[config.mk]
export PLATFORM = sky130hd
export DESIGN_NAME = store_commit_unit
export DESIGN_NICKNAME = d
export VERILOG_FILES = /design/src/rtl/store_commit_unit.sv
export SDC_FILE = /design/constraint.sdc
export NUM_CORES = 1
export LEC_CHECK = 0
export ABC_AREA = 0
export BUFFER_PORTS_ARGS = -buffer_cell sky130_fd_sc_hd__buf_2
export CORE_AREA = 2 2 277 279
export DETAILED_ROUTE_END_ITERATION = 6
export DIE_AREA = 0 0 279 281
export GPL_TIMING_DRIVEN = 0
export PLACE_DENSITY = 0.41
export SLEW_MARGIN = 30
export SYNTH_ARGS = -nofsm -noshare
export SYNTH_HDL_FRONTEND = slang
export SYNTH_SLANG_ARGS = --single-unit
[constraint.sdc]
create_clock -name clk -period 4.3 [get_ports clk]
set_clock_uncertainty 0.05 [all_clocks]
set_input_delay 0.86 -clock clk [delete_from_list [all_inputs] [get_ports clk]]
set_output_delay 0.86 -clock clk [all_outputs]
set_load 0.02 [all_outputs]
[src/rtl/store_commit_unit.sv]
// store_commit_unit
// Drains committed stores from the store-queue head to the data-memory write
// port, one store in flight at a time and strictly in program order. The head
// entry is fired over a valid/ready request. After the write acknowledge, the
// completion is reported back to the store queue by ROB tag.
module store_commit_unit #(
  parameter int XLEN          = 32,
  parameter int ROB_TAG_WIDTH = 4,
  parameter int STQ_SIZE      = 8,
  parameter int STQ_TAG_WIDTH = 4
) (
  input  logic                                clk,
  input  logic                                reset,
  input  logic [STQ_TAG_WIDTH-1:0]            head,
  input  logic [STQ_SIZE-1:0]                 stq_valid,
  input  logic [STQ_SIZE-1:0]                 stq_address_valid,
  input  logic [STQ_SIZE-1:0]                 stq_data_valid,
  input  logic [STQ_SIZE-1:0]                 stq_committed,
  input  logic [STQ_SIZE-1:0]                 stq_executed,
  input  logic [STQ_SIZE-1:0]                 stq_succeeded,
  input  logic [STQ_SIZE-1:0][XLEN-1:0]       stq_address,
  input  logic [STQ_SIZE-1:0][XLEN-1:0]       stq_data,
  input  logic [STQ_SIZE-1:0][ROB_TAG_WIDTH-1:0] stq_rob_tag,
  output logic                                store_fired,
  output logic [$clog2(STQ_SIZE)-1:0]         store_fired_index,
  output logic                                store_succeeded,
  output logic [ROB_TAG_WIDTH-1:0]            store_succeeded_rob_tag,
  output logic                                mem_req_valid,
  input  logic                                mem_req_ready,
  output logic [XLEN-1:0]                     mem_req_addr,
  output logic [XLEN-1:0]                     mem_req_data,
  input  logic                                mem_resp_valid,
  output logic                                busy,
  output logic [31:0]                         stores_retired
);

  localparam int IDX_W = $clog2(STQ_SIZE);

  typedef enum logic [1:0] {
    S_IDLE = 2'd0,
    S_REQ  = 2'd1,
    S_WAIT = 2'd2,
    S_DONE = 2'd3
  } state_t;

  state_t                     state_r;
  state_t                     state_s;
  logic                       fire_s;
  logic                       accept_s;
  logic                       ack_s;

  logic [IDX_W-1:0]           head_idx_s;
  logic                       head_wrap_unused_s;
  logic                       eligible_s;

  logic                       fired_r;
  logic [IDX_W-1:0]           fired_index_r;
  logic                       succeeded_r;
  logic [ROB_TAG_WIDTH-1:0]   succeeded_tag_r;
  logic                       req_valid_r;
  logic [XLEN-1:0]            req_addr_r;
  logic [XLEN-1:0]            req_data_r;
  logic [ROB_TAG_WIDTH-1:0]   tag_r;
  logic                       busy_r;
  logic [31:0]                retired_r;

  // Only the index bits select an entry; the wrap bit carries no meaning here.
  assign head_idx_s         = head[IDX_W-1:0];
  assign head_wrap_unused_s = ^head[STQ_TAG_WIDTH-1:IDX_W];

  // The head entry may be drained once it is committed, fully formed and not yet sent.
  assign eligible_s = stq_valid[head_idx_s] & stq_committed[head_idx_s] &
                      stq_address_valid[head_idx_s] & stq_data_valid[head_idx_s] &
                      ~stq_executed[head_idx_s] & ~stq_succeeded[head_idx_s];

  // FSM state register.
  always_ff @(posedge clk) begin
    if (!reset) begin
      state_r <= S_IDLE;
    end else begin
      state_r <= state_s;
    end
  end

  // Next-state decode plus the fire/accept/ack strobes that drive the datapath.
  always_comb begin
    state_s  = state_r;
    fire_s   = 1'b0;
    accept_s = 1'b0;
    ack_s    = 1'b0;
    case (state_r)
      S_IDLE: begin
        if (eligible_s) begin
          state_s = S_REQ;
          fire_s  = 1'b1;
        end else begin
          state_s = S_IDLE;
        end
      end
      S_REQ: begin
        if (req_valid_r && mem_req_ready) begin
          state_s  = S_WAIT;
          accept_s = 1'b1;
        end else begin
          state_s = S_REQ;
        end
      end
      S_WAIT: begin
        if (mem_resp_valid) begin
          state_s = S_DONE;
          ack_s   = 1'b1;
        end else begin
          state_s = S_WAIT;
        end
      end
      S_DONE: begin
        state_s = S_IDLE;
      end
      default: begin
        state_s = S_IDLE;
      end
    endcase
  end

  // Latch the head entry on fire and hold it stable for the whole request.
  always_ff @(posedge clk) begin
    if (!reset) begin
      req_addr_r    <= {XLEN{1'b0}};
      req_data_r    <= {XLEN{1'b0}};
      tag_r         <= {ROB_TAG_WIDTH{1'b0}};
      fired_index_r <= {IDX_W{1'b0}};
    end else if (fire_s) begin
      req_addr_r    <= stq_address[head_idx_s];
      req_data_r    <= stq_data[head_idx_s];
      tag_r         <= stq_rob_tag[head_idx_s];
      fired_index_r <= head_idx_s;
    end else begin
      req_addr_r    <= req_addr_r;
      req_data_r    <= req_data_r;
      tag_r         <= tag_r;
      fired_index_r <= fired_index_r;
    end
  end

  // Request valid rises with the fire and drops once memory accepts.
  always_ff @(posedge clk) begin
    if (!reset) begin
      req_valid_r <= 1'b0;
    end else if (fire_s) begin
      req_valid_r <= 1'b1;
    end else if (accept_s) begin
      req_valid_r <= 1'b0;
    end else begin
      req_valid_r <= req_valid_r;
    end
  end

  // One-cycle pulses back to the store queue; the tag holds between pulses.
  always_ff @(posedge clk) begin
    if (!reset) begin
      fired_r         <= 1'b0;
      succeeded_r     <= 1'b0;
      succeeded_tag_r <= {ROB_TAG_WIDTH{1'b0}};
    end else begin
      fired_r     <= fire_s;
      succeeded_r <= ack_s;
      if (ack_s) begin
        succeeded_tag_r <= tag_r;
      end else begin
        succeeded_tag_r <= succeeded_tag_r;
      end
    end
  end

  // Busy mirrors the state register; the retired count bumps on each acknowledge.
  always_ff @(posedge clk) begin
    if (!reset) begin
      busy_r    <= 1'b0;
      retired_r <= 32'd0;
    end else begin
      busy_r <= (state_s != S_IDLE);
      if (ack_s) begin
        retired_r <= retired_r + 32'd1;
      end else begin
        retired_r <= retired_r;
      end
    end
  end

  assign store_fired             = fired_r;
  assign store_fired_index       = fired_index_r;
  assign store_succeeded         = succeeded_r;
  assign store_succeeded_rob_tag = succeeded_tag_r;
  assign mem_req_valid           = req_valid_r;
  assign mem_req_addr            = req_addr_r;
  assign mem_req_data            = req_data_r;
  assign busy                    = busy_r;
  assign stores_retired          = retired_r;

endmodule

## Yosys cells after proc, flatten, opt, wreduce, memory -nomap -nowiden

Cells that the tools add are included.

| word-level totals | value |
|---|---|
| register bits after elaboration | 113 |
| input bits | 600 |
| output and inout port bits | 107 |

| cells by class | value |
|---|---|
| eq/ne operators | 3 |
| add/sub/neg operators | 1 |
| muxes and demuxes | 30 |
| bitwise operators | 7 |
| reductions and logical operators | 4 |
| $lt $le $gt $ge | 1 |

Operators with widths:

| kind | count |
|---|---|
| 32-bit binary-select mux with 3-bit select | 2 |
| 32-bit two-way mux | 2 |
| 32-bit by 1-bit adder with 32-bit output (second input constant) | 1 |
| 1-bit binary-select mux with 3-bit select | 6 |
| 1-bit two-way mux | 16 |
| 4-bit binary-select mux with 3-bit select | 1 |
| 2-bit case mux with 4 select lines | 1 |
| 1-bit bitwise AND | 5 |
| 2-bit == test (second input constant) | 2 |
| 3-bit by 4-bit less-than comparator with 1-bit output (second input constant) | 1 |
| 4-bit two-way mux | 1 |
| 2-bit nonzero test | 2 |
| 2-bit by 1-bit == test with 1-bit output (second input constant) | 1 |
| 2-bit zero test | 1 |
| 2-bit two-way mux | 1 |
| 1-bit inverter | 2 |
| 1-bit logical AND | 1 |

## Logic depth before layout (Yosys ltp)

| logic depth | value |
|---|---|
| word-level depth | 10 |
| mapped depth | 8 |
| mapped depth without buffers | 6 |

## Worst setup path after synthesis

Ideal clock, no wire load.

| timing path | value |
|---|---|
| path kind | in2reg |
| start point | in head[0] |
| end point | reg req_addr_r[13], in the netlist mem_req_addr[13] |
| stages on the path | 8 |
| setup slack | 1.624 ns |
| arrival time | 2.506 ns |
| cell sequence | buf_2 nand3_1 or4_1 a32o_1 a2111o_1 buf_6 buf_6 mux2i_1 |

| on the way | value |
|---|---|
| longest elaborated chain between the ends | 9 |
| elaborated cells between the ends (all ways) | 23 |
| classes of those cells | 16 x mux; 7 x bitwise |

Ends and longest elaborated chain:

| what | RTL line | text |
|---|---|---|
| start: declaration | 14 | `input logic [STQ_TAG_WIDTH-1:0] head,` |
| 1-bit binary-select mux with 3-bit select | 72 | `assign eligible_s = stq_valid[head_idx_s] & stq_committed[head_idx_s] &` |
| 1-bit two-way mux (implied by the code) | 72 |  |
| 1-bit bitwise AND (2 in series) | 72 |  |
| 1-bit bitwise AND (2 in series) | 73 | `stq_address_valid[head_idx_s] & stq_data_valid[head_idx_s] &` |
| 1-bit bitwise AND | 74 | `~stq_executed[head_idx_s] & ~stq_succeeded[head_idx_s];` |
| 1-bit two-way mux | 93 | `if (eligible_s) begin` |
| 1-bit two-way mux | 91 | `case (state_r)` |
| end signal: assignment | 128 | `req_addr_r <= {XLEN{1'b0}};` |
| end signal: assignment | 133 | `req_addr_r <= stq_address[head_idx_s];` |
| end signal: assignment | 138 | `req_addr_r <= req_addr_r;` |
| end: declaration | 61 | `logic [XLEN-1:0] req_addr_r;` |

Parallel ways exist; a longest one is shown, timed or not. The select of a mux whose other input is x is not followed.
A chain may end at the register's enable or synchronous reset.

## Final worst setup path

| timing path | value |
|---|---|
| start point | in head[2] |
| end point | reg req_data_r[29], in the netlist mem_req_data[29] |

| on the way | value |
|---|---|
| longest elaborated chain between the ends | 9 |
| elaborated cells between the ends (all ways) | 23 |
| classes of those cells | 16 x mux; 7 x bitwise |

Ends and longest elaborated chain:

| what | RTL line | text |
|---|---|---|
| 1-bit binary-select mux with 3-bit select | 72 |  |
| 1-bit two-way mux (implied by the code) | 72 |  |
| 1-bit bitwise AND (2 in series) | 72 |  |
| 1-bit bitwise AND (2 in series) | 73 |  |
| 1-bit bitwise AND | 74 |  |
| 1-bit two-way mux | 93 |  |
| 1-bit two-way mux | 91 |  |
| end signal: assignment | 129 | `req_data_r <= {XLEN{1'b0}};` |
| end signal: assignment | 134 | `req_data_r <= stq_data[head_idx_s];` |
| end signal: assignment | 139 | `req_data_r <= req_data_r;` |
| end: declaration | 62 | `logic [XLEN-1:0] req_data_r;` |

Parallel ways exist; a longest one is shown, timed or not. The select of a mux whose other input is x is not followed.

==> flow_metrics.env <==
export IMPL_leakage_uw=0.00682
export IMPL_finalHoldViolCount=0
export IMPL_maxSlewViolCount=0
export IMPL_cts_root_buf="clkbuf_16"
export IMPL_cp_start_kind="input port"
export IMPL_drive_above_1_share_pct=54.4
export IMPL_clock_pin_slew_reported_for_the_worst_setup_and_hold_paths_after_clock_tree_synthesis_ps=60
export IMPL_tritoncts_num_buffers=17
export IMPL_crit_arrival_ps=3510
export IMPL_vdd_ir_drop_worst_mv=0.298
export IMPL_reg2reg_from="stores_retired[12]"
export IMPL_clock_tree_htree_level_count=4
export IMPL_yosys_warnings=0
export IMPL_cp_top_family="buffers and inverters"
export IMPL_hold_path_class="reg -> reg"
export IMPL_nets=2246
export IMPL_grt_start_max_net_pins=17
export IMPL_timing_critical_path_cells="clkbuf_2 -> inv_1 -> clkbuf_2 -> clkbuf_1 -> nand2_1 -> nand2_1 -> nand2_1 -> mux2i_1"
export IMPL_viasPerCell=3.96
export IMPL_post_cts_resized_instances=0
export IMPL_synth_simple_gate_area_share_pct=22.3
export IMPL_fp_coreArea_mm2=0.0754
export IMPL_critical_path_depth=8
export IMPL_synthesis_nets=1527
export IMPL_synth_avg_cell_area_um2=9.47
export IMPL_stdcell_count=2645
export IMPL_worst_tran_pin_value_ps=908
export IMPL_dr_pass1_iters=5
export IMPL_post_route_drc_count=0
export IMPL_hold_depth=2
export IMPL_cap_violations=0
export IMPL_critical_path_n_buffers_inverters=4
export IMPL_antenna_found_initial=33
export IMPL_max_clock_path_buffers=2
export IMPL_dieWidth_um=279
export IMPL_totalPowerFinal_uw=3800
export IMPL_max_slew_margin_pct=39.5
export IMPL_number_of_buffers_added_on_ports=700
export IMPL_pin_count=707
export IMPL_postLayoutCoreUtil_pct=18.7
export IMPL_final_min_clock_period_ps=3180
export IMPL_drt_antenna_violating_nets=0
export IMPL_gpl_final_weighted_congestion=0.952
export IMPL_ys_seq_area_share_pct=25.8
export IMPL_place_detailed_instances=2604
export IMPL_wire_per_inst_um=21.9
export IMPL_die_h_um=281
export IMPL_via_count=10500
export IMPL_cp_max_fo=10
export IMPL_first_iter_violations=459
export IMPL_syn_area_mm2=0.00877
export IMPL_layout_worst_path_cycle_share_pct=73.9
export IMPL_global_route_wire_length_before_repair_um=78600
export IMPL_post_synth_inst_count=926
export IMPL_synth_compound_gate_area_share_pct=1.58
export IMPL_globalRouteTotalUtil_pct=14.4
export IMPL_setup_worst_path_start="head[2]"
export IMPL_timing_fmax_ghz=0.315
export IMPL_grt_pass1_vias=11100
export IMPL_unrepaired_setup_endpoints_after_global_routing="false"
export IMPL_ys_types=38
export IMPL_path_class="in -> reg"
export IMPL_worstSetupEndpointType="flip-flop"
export IMPL_synth_adder_area_share_pct=0.143
export IMPL_finalSetupViolCount=0
export IMPL_synth_mux_area_share_pct=42.9
export IMPL_main_combinational_cell_family_by_area_after_synthesis="multiplexers"
export IMPL_clock_sinks=113
export IMPL_crit_path_top_delay_cell="inv_1"
export IMPL_final_fill_count=8499
export IMPL_cts_setup_buffers=0
export IMPL_reg2reg_to="stores_retired[31]"
export IMPL_max_stage_delay_ps=670
export IMPL_worst_setup_path_endpoint="mem_req_data[29]"
export IMPL_r2r_worst_path_cells=5
export IMPL_worstSkewPairLatency_ps=470
export IMPL_tritoncts="done"
export IMPL_timing_reg2reg_setup_slack_ps=2000
export IMPL_worst_endpoint_required_ps=4630
export IMPL_globalRoute_totalOverflow=0
export IMPL_area_growth_pct=60.9
export IMPL_hold_buffers=0
export IMPL_totalNegativeSetupSlack_ps=0
export IMPL_start_util_pct=11.6
export IMPL_yosys_register_bits=113
export IMPL_synth_xor_area_share_pct=2.80
export IMPL_fp_dieArea_mm2=0.0784
export IMPL_cellPowerDensity_mw_per_mm2=269
export IMPL_status="complete, no violations"
export IMPL_hpwl_um=50200
export IMPL_critical_path_top_cell_by_count="nand2_1"
export IMPL_placement_rows=101
export IMPL_detail_route_wirelength_um=58000
[synthesized netlist by cell type]
library cell / instances / area share [%]
nand4b_1: 3 / 0.30
xnor2_1: 7 / 0.70
and3_1: 6 / 0.43
o21ai_0: 3 / 0.17
nor2b_1: 2 / 0.14
mux2i_1: 70 / 8.0
mux4_2: 136 / 35
nor4_1: 2 / 0.14
inv_1: 5 / 0.21
a21oi_1: 11 / 0.63
and2_1: 4 / 0.29
buf_6: 7 / 0.90
a31oi_1: 2 / 0.14
clkbuf_1: 39 / 1.7
ha_1: 1 / 0.14
nor4bb_1: 1 / 0.11
nor3_1: 3 / 0.17
and4_1: 5 / 0.50
buf_1: 19 / 0.81
a32o_1: 1 / 0.11
a2111o_1: 1 / 0.13
or4_1: 3 / 0.26
o32ai_1: 1 / 0.10
a41oi_1: 1 / 0.10
nand4_1: 14 / 1.0
buf_2: 16 / 0.91
or3_1: 3 / 0.21
nor2_1: 31 / 1.3
o41ai_1: 2 / 0.20
nand2b_1: 2 / 0.14
nor4b_1: 1 / 0.10
nor4_2: 1 / 0.14
xor2_1: 21 / 2.1
and3b_1: 1 / 0.10
nand3_1: 20 / 1.1
dfxtp_1: 113 / 26
nand3b_1: 1 / 0.086
nand2_1: 367 / 16
[metal layers]
layer	routed length, µm	track usage (%)
met2	27200	23.4
met4	1600	5.22
met3	5040	4.84
met1	24100	17.6
met5	82	0
[report_power, final]
| part | internal (µW) | switching [µW] | leakage, µW |
|---|---|---|---|
| logic | 561 | 603 | 0.00563 |
| clock network | 855 | 623 | 0.000273 |
| registers | 1110 | 44.3 | 0.000920 |
[layout by cell type (no fill, tap or decap), drive strengths merged, types with 3 or more instances in the layout]
master	instances
diode	10
or3	3
nor3	3
clkinv	4
and3	6
and4	5
a21oi	11
clkbuf	56
nand3	20
o21ai	3
dfxtp	113
mux2i	70
mux4	136
nor2	31
clkinvlp	4
and2	4
nand4b	3
or4	3
nor4	3
buf	742
inv	9
xor2	21
nand4	14
nand2	367
xnor2	7
[worst min-delay path by stage]
stage                                     from                    endpoint  slack (ps)
global placement              mem_req_data[12]            mem_req_data[12]         390
global route        store_succeeded_rob_tag[3]  store_succeeded_rob_tag[3]         430
CTS                 store_succeeded_rob_tag[3]  store_succeeded_rob_tag[3]         410
detailed placement  store_succeeded_rob_tag[3]  store_succeeded_rob_tag[3]         400
finish              store_succeeded_rob_tag[3]  store_succeeded_rob_tag[3]         410
floorplan                             tag_r[0]                    tag_r[0]         390
[flip-flops by register name, summed over array words and instances, names as in the netlist]
name / count
mem_req_addr: 32
mem_req_data: 32
stores_retired: 32
store_succeeded_rob_tag: 4
tag_r: 4
store_fired_index: 3
state_r: 2
busy: 1
mem_req_valid: 1
store_fired: 1
store_succeeded: 1
[layout make-up]
class	count	area, µm²	share of cell area (%)
repair buffers	700	3500	24.8
multi-input cells	727	6120	43.3
clock inverters	14	156	1.11
diodes	10	25.0	0.177
clock buffers	17	425	3.01
well taps	978	1220	8.67
inverters	5	18.8	0.133
flip-flops and latches	113	2260	16.0
plain buffers	81	389	2.76
[cell families after synthesis]
family          count (synthesis)
mux                           206
simple gates                  470
compound gates                 22
buf+inv                        86
fa+ha+maj                       1
flops                         113
xor+xnor                       28
[stage by stage]
step	area (µm²)	setup slack [ps]	hold slack (ps)
after global routing	14100	945	429
after CTS	14100	994	406
after floorplan	8770	1620	388
after global placement	13500	-103	394
final	14100	1120	407
after detailed placement	13500	483	398
[worst reg2reg max path, delay by kind of cell, from the launching register on]
kind	cells	cell delay, ps
AO/OA/AOI/OAI	1	140
flip-flops	1	440
AND/OR/NAND/NOR	4	1610
Note: power is estimated with default switching activity, not from simulation.
